[src/rtl/kuznechik_apb_sequencer_pkg.sv]
// -----------------------------------------------------------------------------
// kuznechik_apb_sequencer_pkg
// Shared definitions for the Kuznechik cipher APB wrapper and the sequencer
// that drives it: register byte offsets, CONTROL byte indices and the
// sequencer state type.
// -----------------------------------------------------------------------------
package kuznechik_apb_sequencer_pkg;

    // Register byte offsets relative to the wrapper base address.
    localparam logic [31:0] CONTROL  = 32'h0000_0000;
    localparam logic [31:0] DATA_IN  = 32'h0000_0010;  // four 32-bit words
    localparam logic [31:0] DATA_OUT = 32'h0000_0020;  // four 32-bit words

    // Byte lanes inside the CONTROL register.
    localparam int RST     = 0;
    localparam int REQ_ACK = 1;
    localparam int VALID   = 2;
    localparam int BUSY    = 3;

    // Value 1 placed in the least significant bit of a CONTROL byte lane.
    function automatic logic [31:0] ctrl_byte(input int idx);
        return 32'h1 << (idx * 8);
    endfunction

    // Write strobe covering one CONTROL byte lane.
    function automatic logic [3:0] ctrl_strb(input int idx);
        return 4'h1 << idx;
    endfunction

    // Request / acknowledge write: RST held at 1 (cipher out of reset) and REQ_ACK=1.
    localparam logic [31:0] REQ_WDATA = ctrl_byte(RST) | ctrl_byte(REQ_ACK);
    localparam logic [3:0]  REQ_STRB  = ctrl_strb(RST) | ctrl_strb(REQ_ACK);

    typedef enum logic [2:0] {
        S_IDLE,
        S_WR_DATA,
        S_WR_REQ,
        S_POLL,
        S_RD_DATA,
        S_WR_ACK,
        S_DONE,
        S_RECOVER
    } seq_state_t;

endpackage

[src/rtl/kuznechik_apb_master_port.sv]
// -----------------------------------------------------------------------------
// kuznechik_apb_master_port
// Executes one APB transfer at a time. While start is high the transfer
// described by addr/wdata/strb/write is on the bus: the first cycle is SETUP,
// then ACCESS until pready. done pulses in the completing cycle; if start is
// still high in the following cycle the next SETUP begins at once.
//
// Ports:
//   clk, rst_n                 clock, asynchronous active-low reset
//   start, write, addr,        transfer request and its attributes
//   wdata, strb
//   done, rdata, err           completion pulse, read data, slave error
//   psel..pstrb                APB master outputs
//   pready, prdata, pslverr    APB master inputs
// -----------------------------------------------------------------------------
module kuznechik_apb_master_port (
    input  logic        clk,
    input  logic        rst_n,
    input  logic        start,
    input  logic        write,
    input  logic [31:0] addr,
    input  logic [31:0] wdata,
    input  logic [3:0]  strb,
    output logic        done,
    output logic [31:0] rdata,
    output logic        err,
    output logic        psel,
    output logic        penable,
    output logic        pwrite,
    output logic [31:0] paddr,
    output logic [31:0] pwdata,
    output logic [3:0]  pstrb,
    input  logic        pready,
    input  logic [31:0] prdata,
    input  logic        pslverr
);

    logic access;

    // ACCESS follows SETUP and persists until the slave completes the transfer.
    always_ff @(posedge clk or negedge rst_n) begin
        if (!rst_n) begin
            access <= 1'b0;
        end else begin
            access <= start && !(access && pready);
        end
    end

    assign psel    = start;
    assign penable = access;
    assign pwrite  = start && write;
    assign paddr   = start ? addr : '0;
    assign pwdata  = (start && write) ? wdata : '0;
    assign pstrb   = (start && write) ? strb : '0;

    assign done  = access && pready;
    assign err   = access && pready && pslverr;
    assign rdata = prdata;

endmodule

[src/rtl/kuznechik_apb_sequencer.sv]
// -----------------------------------------------------------------------------
// kuznechik_apb_sequencer
// Streams 128-bit blocks through the Kuznechik APB wrapper: writes DATA_IN,
// raises REQ, polls CONTROL for VALID, reads DATA_OUT, acknowledges and
// returns the result. Slave errors or a poll timeout run a cipher reset
// sequence and return an all-zero block flagged with out_err_o.
//
// Ports:
//   pclk_i, presetn_i                    clock, asynchronous active-low reset
//   in_valid_i/in_ready_o/in_data_i      plaintext stream
//   out_valid_o/out_ready_i/out_data_o/  result stream with error flag
//   out_err_o
//   busy_o                               sequencer not idle
//   paddr_o..pstrb_o, pready_i..pslverr_i APB master
// -----------------------------------------------------------------------------
module kuznechik_apb_sequencer
    import kuznechik_apb_sequencer_pkg::*;
#(
    parameter logic [31:0] ADDR_BASE  = 32'h0000_0000,
    parameter int          POLL_LIMIT = 1024
) (
    input  logic         pclk_i,
    input  logic         presetn_i,
    input  logic         in_valid_i,
    output logic         in_ready_o,
    input  logic [127:0] in_data_i,
    output logic         out_valid_o,
    input  logic         out_ready_i,
    output logic [127:0] out_data_o,
    output logic         out_err_o,
    output logic         busy_o,
    output logic [31:0]  paddr_o,
    output logic         psel_o,
    output logic         penable_o,
    output logic         pwrite_o,
    output logic [31:0]  pwdata_o,
    output logic [3:0]   pstrb_o,
    input  logic         pready_i,
    input  logic [31:0]  prdata_i,
    input  logic         pslverr_i
);

    localparam int PW = $clog2(POLL_LIMIT + 1);

    seq_state_t     state, state_next;
    logic [127:0]   data_q;     // plaintext on the way in, result on the way out
    logic [1:0]     idx;        // word index; bit 0 doubles as RECOVER step
    logic [PW-1:0]  poll_cnt;
    logic           err_q;
    logic           run;        // keeps in_ready_o low until the first edge after reset

    logic           xfer_start, xfer_write, xfer_done, xfer_err;
    logic [31:0]    xfer_addr, xfer_wdata, xfer_rdata;
    logic [3:0]     xfer_strb;

    assign in_ready_o  = run && (state == S_IDLE);
    assign out_valid_o = (state == S_DONE);
    assign out_data_o  = data_q;
    assign out_err_o   = err_q;
    assign busy_o      = (state != S_IDLE);

    always_comb begin
        state_next = state;
        xfer_start = 1'b0;
        xfer_write = 1'b0;
        xfer_addr  = ADDR_BASE + CONTROL;
        xfer_wdata = '0;
        xfer_strb  = '0;
        case (state)
            S_IDLE: begin
                if (in_valid_i && in_ready_o) state_next = S_WR_DATA;
            end
            S_WR_DATA: begin
                xfer_start = 1'b1;
                xfer_write = 1'b1;
                xfer_addr  = ADDR_BASE + DATA_IN + {28'd0, idx, 2'b00};
                xfer_wdata = data_q[{idx, 5'd0} +: 32];
                xfer_strb  = 4'hF;
                if (xfer_err)                    state_next = S_RECOVER;
                else if (xfer_done && idx == 2'd3) state_next = S_WR_REQ;
            end
            S_WR_REQ, S_WR_ACK: begin
                xfer_start = 1'b1;
                xfer_write = 1'b1;
                xfer_wdata = REQ_WDATA;
                xfer_strb  = REQ_STRB;
                if (xfer_err)       state_next = S_RECOVER;
                else if (xfer_done) state_next = (state == S_WR_REQ) ? S_POLL : S_DONE;
            end
            S_POLL: begin
                xfer_start = 1'b1;
                if (xfer_err)                                 state_next = S_RECOVER;
                else if (xfer_done && xfer_rdata[VALID * 8])  state_next = S_RD_DATA;
                else if (xfer_done && poll_cnt == PW'(POLL_LIMIT - 1)) state_next = S_RECOVER;
            end
            S_RD_DATA: begin
                xfer_start = 1'b1;
                xfer_addr  = ADDR_BASE + DATA_OUT + {28'd0, idx, 2'b00};
                if (xfer_err)                      state_next = S_RECOVER;
                else if (xfer_done && idx == 2'd3) state_next = S_WR_ACK;
            end
            S_RECOVER: begin
                // Pulse the cipher reset: RST byte 0, then back to 1.
                xfer_start = 1'b1;
                xfer_write = 1'b1;
                xfer_wdata = idx[0] ? ctrl_byte(RST) : '0;
                xfer_strb  = ctrl_strb(RST);
                if (xfer_done && idx[0]) state_next = S_DONE;
            end
            S_DONE: begin
                if (out_ready_i) state_next = S_IDLE;
            end
            default: state_next = S_IDLE;
        endcase
    end

    always_ff @(posedge pclk_i or negedge presetn_i) begin
        if (!presetn_i) begin
            state    <= S_IDLE;
            run      <= 1'b0;
            data_q   <= '0;
            idx      <= '0;
            poll_cnt <= '0;
            err_q    <= 1'b0;
        end else begin
            state <= state_next;
            run   <= 1'b1;
            case (state)
                S_IDLE: begin
                    if (in_valid_i && in_ready_o) begin
                        data_q   <= in_data_i;
                        idx      <= '0;
                        poll_cnt <= '0;
                        err_q    <= 1'b0;
                    end
                end
                S_WR_DATA: if (xfer_done) idx <= idx + 2'd1;
                S_POLL:    if (xfer_done) poll_cnt <= poll_cnt + PW'(1);
                S_RD_DATA: begin
                    if (xfer_done) begin
                        data_q[{idx, 5'd0} +: 32] <= xfer_rdata;
                        idx <= idx + 2'd1;
                    end
                end
                S_RECOVER: begin
                    if (xfer_done) begin
                        if (idx[0]) begin
                            data_q <= '0;
                            err_q  <= 1'b1;
                            idx    <= '0;
                        end else begin
                            idx <= 2'd1;
                        end
                    end
                end
                default: ;
            endcase
            // A failed transfer starts RECOVER at its first step.
            if (xfer_err && state != S_RECOVER) idx <= '0;
        end
    end

    kuznechik_apb_master_port u_port (
        .clk     (pclk_i),
        .rst_n   (presetn_i),
        .start   (xfer_start),
        .write   (xfer_write),
        .addr    (xfer_addr),
        .wdata   (xfer_wdata),
        .strb    (xfer_strb),
        .done    (xfer_done),
        .rdata   (xfer_rdata),
        .err     (xfer_err),
        .psel    (psel_o),
        .penable (penable_o),
        .pwrite  (pwrite_o),
        .paddr   (paddr_o),
        .pwdata  (pwdata_o),
        .pstrb   (pstrb_o),
        .pready  (pready_i),
        .prdata  (prdata_i),
        .pslverr (pslverr_i)
    );

endmodule

[config.mk]
export PLATFORM = sky130hd
export DESIGN_NAME = kuznechik_apb_sequencer
export DESIGN_NICKNAME = d
export VERILOG_FILES = /design/src/rtl/kuznechik_apb_sequencer_pkg.sv /design/src/rtl/kuznechik_apb_master_port.sv /design/src/rtl/kuznechik_apb_sequencer.sv
export SDC_FILE = /design/constraint.sdc
export NUM_CORES = 1
export LEC_CHECK = 0
export CORE_ASPECT_RATIO = 1.1
export CORE_MARGIN = 2
export CORE_UTILIZATION = 38
export DETAILED_ROUTE_END_ITERATION = 6
export GPL_TIMING_DRIVEN = 0
export PLACE_DENSITY = 0.82
export SLEW_MARGIN = 25
export SYNTH_ARGS = -nofsm -noshare
export SYNTH_HDL_FRONTEND = slang
export SYNTH_SLANG_ARGS = --single-unit
[constraint.sdc]
create_clock -name pclk_i -period 2.7 [get_ports pclk_i]
set_input_delay 0.405 -clock pclk_i [delete_from_list [all_inputs] [get_ports pclk_i]]
set_output_delay 0.405 -clock pclk_i [all_outputs]
set_load 0.005 [all_outputs]
==> results of run 1 <==
## how the worst max path moves through the flow
stage | endpoint | slack (ps) | cells after the start
floorplan | out_data_o[100] | 130 | 11
global placement | out_data_o[83] | -4820 | 1
detailed placement | out_data_o[52] | -990 | 11
CTS | pwdata_o[19] | 0.6 | 5
global route | out_data_o[122] | -20 | 11
finish | pwdata_o[5] | 50 | 5
## registers in the layout, indices dropped and copies added, names as in the netlist
name and flops:
idx 2, out_data_o 128, out_err_o 1, poll_cnt 11, run 1, state 3
u_port.penable 1
## metal layers
layer,global-route usage [%],wire [um]
met1,41.50,14730
met4,15.41,1610
met3,7.774,3281
met5,0,0
met2,50.11,17540
## final cells by class
cell class | instances | area (um2) | share of cell area [%]
plain buffers | 99 | 716.9 | 5.455
clock inverters | 11 | 175.2 | 1.333
clock buffers | 20 | 456.7 | 3.475
multi-input cells | 484 | 4040 | 30.74
well taps | 290 | 362.8 | 2.761
inverters | 6 | 25.02 | 0.1904
flip-flops and latches | 147 | 3682 | 28.02
repair buffers | 366 | 3685 | 28.03
## worst reg2reg max path, delay by kind of cell, from the launching register on
kind | cells | cell delay (ps)
adder cells (fa/ha/maj) | 1 | 250
buffers and inverters | 5 | 860
flip-flops | 1 | 440
AO/OA/AOI/OAI | 2 | 290
AND/OR/NAND/NOR | 3 | 680
## cell usage after synthesis (6+ instances only)
library cell | instances | share of area (%)
a22oi_1 | 129 | 12
mux4_2 | 32 | 8.8
o21ai_0 | 14 | 0.86
nand3_1 | 7 | 0.43
o2bb2ai_1 | 128 | 14
and2_1 | 34 | 2.6
ha_1 | 6 | 0.92
xor2_1 | 7 | 0.75
a21o_1 | 6 | 0.55
nor2_1 | 18 | 0.83
nand2_1 | 22 | 1.0
buf_2 | 37 | 2.3
inv_1 | 6 | 0.28
buf_4 | 35 | 3.2
dfrtp_1 | 147 | 45
clkbuf_1 | 27 | 1.2
## power groups by stage
stage	registers (mW)	clock network [mW]	logic, mW
2_1_floorplan	3.81	0	3.82
3_3_place_gp	3.96	0	7.62
3_5_place_dp	3.97	0	7.72
4_1_cts	3.97	2.60	8.08
5_1_grt	4.09	2.70	8.80
6_report	4.01	2.60	8.33
## per-stage QoR
step / TNS [ps] / power (mW) / std cells / setup WS (ps)
after floorplan: 0 / 7.626 / 738 / 131.4
after global placement: -819410 / 11.58 / 1368 / -4818
after detailed placement: -121860 / 11.69 / 1369 / -985.8
after CTS: 0 / 14.65 / 1414 / 0.5911
after global routing: -40.36 / 15.60 / 1423 / -19.43
final: 0 / 14.94 / 1423 / 45.43
## what timing repair did
action / 4_1_cts / 5_1_grt
hold buffers: 1 / 0
pin swaps: 3 / 2
buffers inserted: 13 / 8
setup endpoints to repair: 167 / 120
resized for setup: 62 / 23
gates cloned: 2 / 1
endpoints found under the hold margin: 72 / 0
## kinds of logic after synthesis
family	share of synthesized area [%]
XOR/XNOR	1.289
AO/OA/AOI/OAI	28.64
flip-flops	45.11
other	0.09209
buffers and inverters	7.103
adder cells (fa/ha/maj)	0.9205
multiplexers	9.374
AND/OR/NAND/NOR	7.472
==> flow_metrics.env, run 1 <==
export IMPL_status="finished, final reports clean"
export IMPL_clk_path_buf_depth=2
export IMPL_core_area_um2=21230
export IMPL_path_cells="buf_6 > clkbuf_16 > mux4_2 > and2_1 > clkdlybuf4s50_1"
export IMPL_power_share_switching_pct=38.49
export IMPL_finalHoldViolCount=0
export IMPL_start_kind="register"
export IMPL_first_global_vias=8455
export IMPL_finish_utilization_pct=61.91
export IMPL_power_density_nw_per_um2=1136
export IMPL_period_share_pct=98.32
export IMPL_slew_violations=0
export IMPL_vias=8643
export IMPL_cp_startpoint="idx[1]"
export IMPL_start_util_pct=38.41
export IMPL_worst_path_max_delay_cell="mux4_2"
export IMPL_async_flop_share_pct=100.0
export IMPL_hpwl_um=26090
export IMPL_timing_fmax_ghz=0.3767
export IMPL_die_area_um2=22650
export IMPL_grt_ovfl_total=0
export IMPL_maxCapViolCount=0
export IMPL_fin_skew_ps=9.454
export IMPL_layout_common_cells="clkdlybuf4s50_1 (324), dfrtp_1 (144), a22oi_1 (129)"
export IMPL_gp_congestion=0.9443
export IMPL_rr_endpoint="out_data_o[99]"
export IMPL_r2r_start="idx[1]"
export IMPL_fillers=1737
export IMPL_reg2reg_depth=11
export IMPL_crit_family="buffers and inverters"
export IMPL_ys_seq_area_share_pct=45.11
export IMPL_crit_path_end_kind="output pin"
export IMPL_min_from="out_data_o[102]"
export IMPL_leakagePower_nw=5.465
export IMPL_clock_sinks=147
export IMPL_ir_drop_v=0.0005386
export IMPL_hold_depth=1
export IMPL_rrSetupSlack_ps=120
export IMPL_synth_distinct_cells=47
export IMPL_criticalPathCategory="reg2out"
export IMPL_die_x_um=143.7
export IMPL_cts_root_buf="clkbuf_16"
export IMPL_path_clk_slew_ps=70
export IMPL_drtPass1Iterations=5
export IMPL_dpl_instance_area_um2=12060
export IMPL_hold_path_class="reg2reg"
export IMPL_power_frac_seq_pct=26.8
export IMPL_vias_per_cell=6.074
export IMPL_grt_pass1_wl_um=52820
export IMPL_power_frac_comb_pct=55.7
export IMPL_ys_seq_elements=147
export IMPL_syn_inst=711
export IMPL_cts_made_buffers=17
export IMPL_io_pins=369
export IMPL_whs_ps=510.2
export IMPL_layout_drive_gt1_share_pct=16.06
export IMPL_setup_viol=0
export IMPL_p_sw_mw=5.749
export IMPL_num_rows=56
export IMPL_insertion_delay_ps=430
export IMPL_syn_area_per_cell_um2=11.47
export IMPL_layout_nets=1293
export IMPL_intPower_mw=9.187
export IMPL_whs_endpoint="out_data_o[102]"
export IMPL_antenna_found_initial=0
export IMPL_port_buffers=340
export IMPL_cts_tree="yes"
export IMPL_synth_edf_count=0
export IMPL_routedWlPerCell_um=26.11
export IMPL_grt_max_degree=75
export IMPL_worstMarginPinSlew_ps=890.9
export IMPL_finalCriticalPeriod_ps=2655
export IMPL_final_antenna_net_count=0
export IMPL_arrival_ps=2250
export IMPL_final_common_cell="clkdlybuf4s50_1"
export IMPL_ys_warn_count=0
export IMPL_grt_usage_pct=31.91
export IMPL_required_ps=2300
export IMPL_wirelength_um=37160
export IMPL_worst_slew_margin_rel_pct=40.61
export IMPL_syn2layout_area_growth_pct=61.17
export IMPL_crit_buf_inv=3
export IMPL_cp_slowest_stage_delay_ps=480
export IMPL_power_share_clock_pct=17.4
export IMPL_cts_htree_levels=4
export IMPL_first_iter_violations=902
export IMPL_dieHeight_um=157.6
export IMPL_drcViolationCount=0
export IMPL_final_cell_area_um2=13140
export IMPL_diodes=0
export IMPL_crit_path_max_fanout=5
export IMPL_synth_main_ff_cell="dfrtp_1"
export IMPL_syn_area_um2=8155
Power figures use the tool's default switching activity.
==> inputs of run 2 (changes only) <==
- SETUP_SLACK_MARGIN: unset -> 0.2
==> run 2 against run 1 <==
Against the previous run:
- first-iteration DRC count is 1.3% lower
- clock skew is 1.7 ps lower
- the flow now finishes with violations (design-rule violations)
- design area is 4.5% higher
==> flow_metrics.env, run 2 (synthesis results as in run 1) <==
export IMPL_num_rows=56
export IMPL_antenna_found_initial=0
export IMPL_vias=8702
export IMPL_setup_viol=0
export IMPL_clk_path_buf_depth=2
export IMPL_finalSetupTns_ps=0
export IMPL_period_share_pct=96.81
export IMPL_slew_violations=0
export IMPL_syn2layout_area_growth_pct=68.36
export IMPL_die_area_um2=22650
export IMPL_dieHeight_um=157.6
export IMPL_arrival_ps=2210
export IMPL_whs_endpoint="poll_cnt[10]"
export IMPL_cts_root_buf="clkbuf_16"
export IMPL_start_util_pct=38.41
export IMPL_clock_sinks=147
export IMPL_finalCriticalPeriod_ps=2614
export IMPL_grt_pass1_wl_um=54210
export IMPL_hold_depth=1
export IMPL_fin_skew_ps=7.717
export IMPL_worst_slew_margin_rel_pct=42.15
export IMPL_rr_endpoint="out_data_o[55]"
export IMPL_power_density_nw_per_um2=1146
export IMPL_cts_tree="yes"
export IMPL_drtPass1Iterations=7
export IMPL_grt_ovfl_total=0
export IMPL_layout_nets=1336
export IMPL_drcViolationCount=3
export IMPL_crit_path_end_kind="output pin"
export IMPL_final_cell_area_um2=13730
export IMPL_rrSetupSlack_ps=160
export IMPL_final_common_cell="clkdlybuf4s50_1"
export IMPL_grt_max_degree=86
export IMPL_worstMarginPinSlew_ps=867.7
export IMPL_core_area_um2=21230
export IMPL_dpl_instance_area_um2=12060
export IMPL_finish_utilization_pct=64.67
export IMPL_vias_per_cell=5.940
export IMPL_hold_path_class="reg2reg"
export IMPL_status="finished with violations"
export IMPL_first_global_vias=8477
export IMPL_required_ps=2300
export IMPL_insertion_delay_ps=420
export IMPL_crit_path_max_fanout=10
export IMPL_die_x_um=143.7
export IMPL_fillers=1648
export IMPL_diodes=0
export IMPL_ir_drop_v=0.0005207
export IMPL_leakagePower_nw=5.803
export IMPL_port_buffers=340
export IMPL_timing_fmax_ghz=0.3826
export IMPL_start_kind="register"
export IMPL_layout_common_cells="clkdlybuf4s50_1 (304), dfrtp_1 (145), a22oi_1 (129)"
export IMPL_gp_congestion=0.9294
export IMPL_hpwl_um=26040
export IMPL_grt_usage_pct=32.90
export IMPL_finalHoldViolCount=0
export IMPL_criticalPathCategory="reg2out"
export IMPL_maxCapViolCount=0
export IMPL_layout_drive_gt1_share_pct=22.38
export IMPL_min_from="poll_cnt[10]"
export IMPL_routedWlPerCell_um=26.16
export IMPL_cts_made_buffers=17
export IMPL_path_clk_slew_ps=60
export IMPL_power_mw=15.73
export IMPL_io_pins=369
export IMPL_first_iter_violations=890
export IMPL_dpl_cell_count=1369
export IMPL_cts_htree_levels=4
export IMPL_rsz0062_at_grt="true"
export IMPL_largest_reg_flops=128
export IMPL_reg2reg_depth=12
export IMPL_fin_cells=1465
export IMPL_final_antenna_net_count=0
export IMPL_violations="design-rule violations"
export IMPL_r2r_start="idx[1]"
export IMPL_wirelength_um=38330
run 2: changes by cell type in the layout (fill, tap and decap cells not counted), sizes merged:
cell,change
clkdlybuf4s15,+2
dlymetal6s2s,-2
inv,-2
dlygate4sd2,+5
bufbuf,+2
clkbuf,+15
clkdlybuf4s50,-20
buf,+42
run 2: per-stage QoR:
stage	setup slack [ps]	hold WS, ps
floorplan	258.8	109.4
global placement	-4853	468.9
global route	50.29	498.6
detailed placement	-842.1	376.5
finish	86.10	493.5
CTS	22.38	487.4
run 2: where the power goes:
part | leakage [nW] | switching, mW | internal [mW] | total, mW
registers | 1.87 | 0.861 | 3.12 | 3.99
clock network | 0.311 | 0.961 | 1.64 | 2.60
logic | 3.62 | 4.15 | 5.00 | 9.15
run 2: cell type report:
type,instances,area (um2),area share [%]
clock buffer,21,480.5,3.499
clock inverter,9,151.4,1.103
inverter,6,28.78,0.2096
buffer,101,843.3,6.142
sequential,147,3681,26.81
multi-input combinational,484,4100,29.86
tap,290,362.8,2.643
timing repair buffer,407,4083,29.73
run 2: worst max-delay path by stage:
stage	from	to	slack (ps)	cells past startpoint
finish	state[2]	pwdata_o[2]	90	7
global route	idx[0]	pwdata_o[2]	50	5
CTS	idx[0]	pwdata_o[13]	20	5
detailed placement	idx[1]	out_data_o[84]	-840	11
global placement	presetn_i	out_data_o[115]	-4850	1
floorplan	idx[1]	out_data_o[100]	260	11
run 2: routing by layer:
layer  global-route usage (%)  wire [um]
met5                        0          0
met4                    12.84       1481
met3                    7.532       3320
met2                    53.22      18400
met1                    43.02      15130
run 2: worst max-delay path: stages (launching register included):
cell and delay [ps]:
dfrtp_1 370, buf_4 180, buf_6 150, nor2_4 130
buf_12 140, clkbuf_4 180, and2_1 130, clkdlybuf4s50_1 490
run 2: timing repair:
action	in CTS	in global routing
hold buffers	1	0
gates resized for setup	140	72
endpoints found under the setup margin	169	152
pin swaps	12	11
cloned	5	1
hold endpoints to repair	62	0
buffers inserted	34	25
